**config.mk**
```make
export PLATFORM = sky130hd
export DESIGN_NAME = serial_magnitude_comparator
export DESIGN_NICKNAME = d
export VERILOG_FILES = /design/src/rtl/serial_magnitude_comparator_pkg.sv /design/src/rtl/serial_magnitude_comparator_digit_compare.sv /design/src/rtl/serial_magnitude_comparator.sv
export SDC_FILE = /design/constraint.sdc
export NUM_CORES = 1
export LEC_CHECK = 0
export CAP_MARGIN = 20
export CORE_MARGIN = 1.5
export CORE_UTILIZATION = 51
export CTS_CLUSTER_SIZE = 28
export DETAILED_ROUTE_END_ITERATION = 8
export GPL_TIMING_DRIVEN = 0
export HOLD_SLACK_MARGIN = 0.08
export PLACE_DENSITY = 0.9
export SLEW_MARGIN = 25
export SYNTH_ARGS = -nofsm -noshare
export SYNTH_HDL_FRONTEND = slang
export SYNTH_SLANG_ARGS = --single-unit
```
**constraint.sdc**
```tcl
create_clock -name clk -period 2.05 [get_ports clk]
set_clock_uncertainty 0.15 [all_clocks]
set_input_delay 0.41 -clock clk [delete_from_list [all_inputs] [get_ports clk]]
set_output_delay 0.41 -clock clk [all_outputs]
set_load 0.02 [all_outputs]
```
**src/rtl/serial_magnitude_comparator_pkg.sv**
```systemverilog
// Shared types and helpers for the serial magnitude comparator.
package cmp_pkg;

  typedef enum logic [1:0] {IDLE, RUN, DONE} cmp_state_t;

  // Digit counter width: ceil(log2(n)), never less than one bit.
  function automatic int unsigned cnt_width(input int unsigned n);
    return (n <= 1) ? 1 : $clog2(n);
  endfunction

endpackage

```
**src/rtl/serial_magnitude_comparator_digit_compare.sv**
```systemverilog
// Combinational compare of one D-bit digit: equality and unsigned greater-than.
module digit_compare #(
  parameter int unsigned D = 2
) (
  input  logic [D-1:0] x,
  input  logic [D-1:0] y,
  output logic         deq,
  output logic         dgt
);

  always_comb begin
    deq = (x == y);
    dgt = (x > y);
  end

endmodule

```
**src/rtl/serial_magnitude_comparator.sv**
```systemverilog
// MSB-first digit-serial magnitude comparator with start/done handshake and
// early termination on the first differing digit.
module serial_magnitude_comparator
  import cmp_pkg::*;
#(
  parameter int unsigned W = 16,
  parameter int unsigned D = 2
) (
  input  logic         clk,
  input  logic         rst_n,
  input  logic         start,
  input  logic         signed_mode,
  input  logic [W-1:0] a,
  input  logic [W-1:0] b,
  output logic         busy,
  output logic         done,
  output logic         eq,
  output logic         gt,
  output logic         lt
);

  localparam int unsigned NDIG = W / D;
  localparam int unsigned KW   = cnt_width(NDIG);
  localparam logic [KW-1:0] KLAST = KW'(NDIG - 1);

  cmp_state_t    state_q, state_d;
  logic [W-1:0]  sa_q, sa_d;
  logic [W-1:0]  sb_q, sb_d;
  logic [KW-1:0] k_q, k_d;
  logic          eq_q, eq_d;
  logic          gt_q, gt_d;
  logic          lt_q, lt_d;
  logic [W-1:0]  msb_flip;
  logic          deq, dgt;

  digit_compare #(.D(D)) u_digit_compare (
    .x   (sa_q[W-1 -: D]),
    .y   (sb_q[W-1 -: D]),
    .deq (deq),
    .dgt (dgt)
  );

  always_comb begin
    state_d  = state_q;
    sa_d     = sa_q;
    sb_d     = sb_q;
    k_d      = k_q;
    eq_d     = eq_q;
    gt_d     = gt_q;
    lt_d     = lt_q;
    msb_flip = '0;
    // Flipping both sign bits maps two's-complement order onto unsigned order.
    msb_flip[W-1] = signed_mode;

    case (state_q)
      IDLE: begin
        if (start) begin
          sa_d    = a ^ msb_flip;
          sb_d    = b ^ msb_flip;
          k_d     = '0;
          state_d = RUN;
        end
      end
      RUN: begin
        if (!deq) begin
          eq_d    = 1'b0;
          gt_d    = dgt;
          lt_d    = !dgt;
          state_d = DONE;
        end else if (k_q == KLAST) begin
          eq_d    = 1'b1;
          gt_d    = 1'b0;
          lt_d    = 1'b0;
          state_d = DONE;
        end else begin
          sa_d = sa_q << D;
          sb_d = sb_q << D;
          k_d  = k_q + KW'(1);
        end
      end
      DONE:    state_d = IDLE;
      default: state_d = IDLE;
    endcase
  end

  always_ff @(posedge clk) begin
    if (!rst_n) begin
      state_q <= IDLE;
      sa_q    <= '0;
      sb_q    <= '0;
      k_q     <= '0;
      eq_q    <= 1'b0;
      gt_q    <= 1'b0;
      lt_q    <= 1'b0;
    end else begin
      state_q <= state_d;
      sa_q    <= sa_d;
      sb_q    <= sb_d;
      k_q     <= k_d;
      eq_q    <= eq_d;
      gt_q    <= gt_d;
      lt_q    <= lt_d;
    end
  end

  assign busy = (state_q == RUN);
  assign done = (state_q == DONE);
  assign eq   = eq_q;
  assign gt   = gt_q;
  assign lt   = lt_q;

endmodule

```
Yosys cells after proc, flatten, opt, wreduce, memory -nomap -nowiden

Cells that the tools add are included.

Register bits after elaboration: 40
Output and inout bits: 5
Logic and storage cells: 47

$add $sub $neg: 1
Magnitude comparators: 1
Equal/unequal tests: 9
Multiplexer cells: 21
Bitwise gates (word level): 2
Reductions and logical operators: 6

Operators with widths:

| kind                  | count |
|---|---|
| $mux W16              | 6 |
| $pmux W16 S2          | 2 |
| $xor A16 B16 Y16      | 2 |
| $mux W3               | 3 |
| $mux W2               | 3 |
| $pmux W3 S2           | 1 |
| $mux W1               | 5 |
| $ne A2 B1 Y1 const B  | 2 |
| $ne A2 B2 Y1 const B  | 2 |
| $pmux W2 S2           | 1 |
| $reduce_and A2 Y1     | 2 |
| $reduce_and A4 Y1     | 1 |
| $add A3 B1 Y3 const B | 1 |
| $eq A3 B3 Y1 const B  | 1 |
| $ne A3 B2 Y1 const B  | 1 |
| $eq A2 B1 Y1 const B  | 1 |
| $eq A2 B2 Y1          | 1 |
| $eq A2 B2 Y1 const B  | 1 |
| $gt A2 B2 Y1          | 1 |
| $logic_not A2 Y1      | 1 |
| $reduce_bool A2 Y1    | 1 |
| $logic_not A1 Y1      | 1 |

Depth between registers and ports, before layout

Depth in word-level cells: 4
Gate-level depth with buffers: 7

Modules after synthesis

A second synthesis with hierarchy kept.

Cells, all modules: 227
Area total of the unflattened synthesis: 2113.3 um^2

Modules (own cells, without submodules):

| module                      | instances | cells an instance | area an instance (um^2) |
|---|---|---|---|
| serial_magnitude_comparator | 1         | 219               | 2053.2 |
| digit_compare               | 1         | 8                 | 60.1 |

Least setup slack after synthesis

Ideal clock, no wire load.

Path type: register to register
Start: register k_q[0]
End: register sa_q[11]
Data arrival time: 1.444 ns
Setup slack: 0.320 ns
Cell stages (with the launch flop): 7
Buffers on the path: 1
Period minus slack after synthesis: 1.730 ns
Cell sequence: dfxtp_1 > ha_1 > ha_1 > nand3b_1 > o21ai_4 > buf_4 > a211oi_1

Word-level cells in the longest chain between the ends: 3

RTL lines:

| item                        | RTL line                          | source |
|---|---|---|
| from (decl)                 | serial_magnitude_comparator.sv:29 | `logic [KW-1:0] k_q, k_d;` |
| from (signal assigned)      | serial_magnitude_comparator.sv:99 | `k_q <= k_d;` |
| $eq A3 B3 Y1                | serial_magnitude_comparator.sv:70 | `end else if (k_q == KLAST) begin` |
| $ne A2 B2 Y1 (no line)      | --                                |  |
| $reduce_and A4 Y1 (no line) | --                                |  |
| to (signal assigned)        | serial_magnitude_comparator.sv:89 | `sa_q <= '0;` |
| to (signal assigned)        | serial_magnitude_comparator.sv:97 | `sa_q <= sa_d;` |
| to (decl)                   | serial_magnitude_comparator.sv:27 | `logic [W-1:0] sa_q, sa_d;` |

No other way between the ends.
A chain may end at the register's enable or synchronous reset.

Worst setup path after layout

Start: register state_q[1]
End: output busy

Word-level cells in the longest chain between the ends: 1

RTL lines:

| item                   | RTL line                           | source |
|---|---|---|
| from (decl)            | serial_magnitude_comparator.sv:26  | `cmp_state_t state_q, state_d;` |
| from (signal assigned) | serial_magnitude_comparator.sv:96  | `state_q <= state_d;` |
| $eq A2 B1 Y1           | serial_magnitude_comparator.sv:106 | `assign busy = (state_q == RUN);` |
| to (decl)              | serial_magnitude_comparator.sv:15  | `output logic busy,` |

No other way between the ends.

==> impl_metrics.csv <==
group,metric,value,unit
yosys,yosysTopAreaCell,"dfxtp_1",
grt,grt_pass1_vias,1632,
cells_and_area,diodes,0,
worst_setup_path,r2r_setup_slack,0.15,ns
pwr,p_per_area,954.0,mW/mm^2
sta,drv_slew,0,
cells_and_area,final_cell_area,0.002549,mm^2
pwr,pwr-share-clk,0.197,
worst_setup_path,crit_chain,"nand2b_1 > buf_6 > inv_4 > buf_4 > buf_2",
worst_setup_path,cp.required,1.49,ns
run,max_cap_viol_count,0,
placed_design,numPortBuffers,40,
sta,whs,0.3259,ns
route,ant_nets,0,
sta,rsz0062_at_grt,"no",
cells_and_area,fin_nets,282,
route,wirelength,4.690,mm
clocking,clk_path_buf_depth,2,
yosys,synth_edf_count,0,
worst_setup_path,cp_slowest_stage_delay,0.35,ns
cells_and_area,fin_util,0.6859,
worst_setup_path,end_kind,"primary output",
sta,layout_setup_ws,0.06836,ns
yosys,yosys-top-cells-count,"51 x a211oi_1, 40 x dfxtp_1, 28 x mux2i_1, 8 x nand2_1",
clocking,clkLatencyLatePin,0.28,ns
pwr,p_seq_frac,0.409,
clocking,clk_pin_slew,0.07,ns
yosys,synth_top_area_frac,0.4025,
yosys,ys_seq_area_frac,0.4025,
clocking,clock_sinks,40,
pwr,p_total,2.431,mW
yosys,avgSynthCellArea,10.25,um^2
sta,fmax,504.6,MHz
pwr,p_switching,855.6,uW
worst_setup_path,r2r_start,"k_q[0]$_SDFFE_PN0P_",
grt,grt_pass1_wl,7.741,mm
pwr,swShare,0.3519,
grt,grt-ovfl-total,0,
route,routedWlPerCell,16.17,um
grt,grt_max_degree,12,
min_path,hold_depth,2,
floorplan,top_level_ports,41,
sta,worstMarginPinSlew,0.5173,ns
yosys,ys_seq_elements,40,
route,firstDrtPassIters,4,
route,vias,1678,
floorplan,dieArea,0.004284,mm^2
floorplan,rows,22,
worst_setup_path,start_kind,"register",
clocking,cts_tree,"yes",
sta,post-route-period-util,0.9667,
floorplan,core-area,0.003716,mm^2
placed_design,dpl.hpwl,3.287,mm
placed_design,pre_cts_ws,-0.1369,ns
clocking,cts_root_buffer,"clkbuf_8",
pwr,internal_power,1.576,mW
min_path,hold_class,"register to register",
clocking,hold_buffers,0,
yosys,synth_flop_cell,"dfxtp_1",
sta,finalSetupViolCount,0,
placed_design,placed_area,0.002450,mm^2
floorplan,die_h,65.46,um
pwr,p_leak,1.039,nW
grt,track_usage,0.2357,
cells_and_area,drive_above_1_share,0.1405,
route,first_iter_violations,89,
sta,slew-limit-headroom,0.6551,
yosys,syn_area,0.001989,mm^2
yosys,yosysMostFrequentCell,"a211oi_1",
worst_setup_path,r2r_cells,6,
pwr,combPwrFrac,0.394,
cells_and_area,areaGrowthSynthToFinish,28.11,%
pwr,max-vdd-ir-drop,0.6680,mV
worst_setup_path,crit_type,"register to primary output",
sta,min_period,1.982,ns
clocking,numCtsBuffers,5,
worst_setup_path,worstSetupEndpoint,"busy",
worst_setup_path,critPathArrivalTime,1.42,ns
grt,grt_antenna_before_repair,0,
worst_setup_path,critPathSlowestCell,"dfxtp_2",
yosys,yosysUniqueCellTypes,35,
yosys,synth-async-reset-ratio,0,
yosys,yosys-top-cells-area,"dfxtp_1 40%, a211oi_1 19%, mux2i_1 14%",
placed_design,place.gp.congestion,0.8287,
route,routed_via_density,5.786,
worst_setup_path,crit_start,"state_q[1]$_SDFFE_PN0P_",
yosys,synth_fp_nets,234,
sta,hold_viol,0,
floorplan,initial_core_util,0.5354,
floorplan,die_w,65.46,um
route,drc_errors,0,
clocking,htree_num_levels,2,
yosys,synth_cells,194,
worst_setup_path,crit_fanout,10,
run_status,status,"finished, final reports clean",
yosys,ys_warn_count,0,
worst_setup_path,reg2reg_to,"sb_q[14]$_SDFFE_PN0P_",
## sequential cells by signal, summed over array words and instances, names as in the netlist
name / flops
k_q: 3
sa_q: 16
sb_q: 16
gt: 1
lt: 1
state_q: 2
eq: 1
## metrics by stage
step                      TNS, ns  cells
final                           0    290
after global routing            0    290
after CTS                       0    289
after detailed placement   -1.778    282
after global placement     -1.446    282
after floorplan                 0    194
## metal layers
| layer | global-route usage | up-vias | part of all wire |
|---|---|---|---|
| li1 | - | 846 | - |
| met1 | 0.3140 | 791 | 0.46 |
| met2 | 0.3890 | 37 | 0.49 |
| met3 | 0.05479 | 4 | 0.038 |
| met4 | 0.05208 | 0 | 0.0075 |
| met5 | 0 | - | 0 |
## final cells by class
cell class                      instances  area, um^2
Multi-Input combinational cell        130        1041
Timing Repair Buffer                   42       410.4
Fill cell                             299        1167
Clock inverter                          1       5.005
Tap cell                               48       60.06
Buffer                                 19       138.9
Clock buffer                            6       72.57
Sequential cell                        40       803.3
Inverter                                4       17.52
## repair_timing
action	in CTS	in global routing
endpoints found under the hold margin	0	0
gates cloned	0	0
buffers inserted	0	2
pin swaps	0	1
resized for setup	6	5
endpoints found under the setup margin	1	26
## cells by family (layout without fill, tap and decap cells)
kind of cell	count (synthesis)	after routing	synth area share
xor+xnor	2	2	0.008807
buf+inv	24	72	0.07673
simple gates	23	23	0.06981
compound gates	73	73	0.2761
mux	28	28	0.1409
fa+ha+maj	4	4	0.02516
flops	40	40	0.4025
## layout by cell type (no fill, tap or decap), types with 3 or more instances in the layout
cell type / Yosys / final
nand2_1: 8 / 8
clkdlybuf4s50_1: 0 / 39
clkbuf_1: 6 / 6
buf_4: 4 / 7
o211ai_1: 6 / 6
ha_1: 4 / 4
a211oi_2: 2 / 3
a211oi_1: 51 / 50
dfxtp_1: 40 / 38
clkbuf_8: 0 / 5
a21oi_1: 6 / 6
mux2i_1: 28 / 28
buf_2: 6 / 4
## worst min path at each step
stage	from	to
3_5_place_dp	sa_q[15]$_SDFFE_PN0P_	sa_q[15]$_SDFFE_PN0P_
6_report	sb_q[0]$_SDFFE_PN0P_	sb_q[0]$_SDFFE_PN0P_
4_1_cts	sb_q[0]$_SDFFE_PN0P_	sb_q[0]$_SDFFE_PN0P_
5_1_grt	lt$_SDFFE_PN0P_	lt$_SDFFE_PN0P_
2_1_floorplan	sb_q[0]$_SDFFE_PN0P_	sb_q[0]$_SDFFE_PN0P_
3_3_place_gp	sb_q[15]$_SDFFE_PN0P_	sb_q[15]$_SDFFE_PN0P_
## worst max-delay path: cells and delay by family, from the launching register on
family / cells / cell delay, ns
AND/OR/NAND/NOR: 1 / 0.15
flip-flops: 1 / 0.35
buffers and inverters: 4 / 0.62
## power by group through the flow
stage / clock (mW) / combinational [mW] / sequential (mW)
detailed placement: 0 / 0.916 / 1.01
floorplan: 0 / 0.667 / 0.992
finish: 0.480 / 0.958 / 0.994
global placement: 0 / 0.892 / 1.00
CTS: 0.490 / 0.919 / 0.992
global route: 0.524 / 1.03 / 1.01
Note: power is estimated with default switching activity, not from simulation.
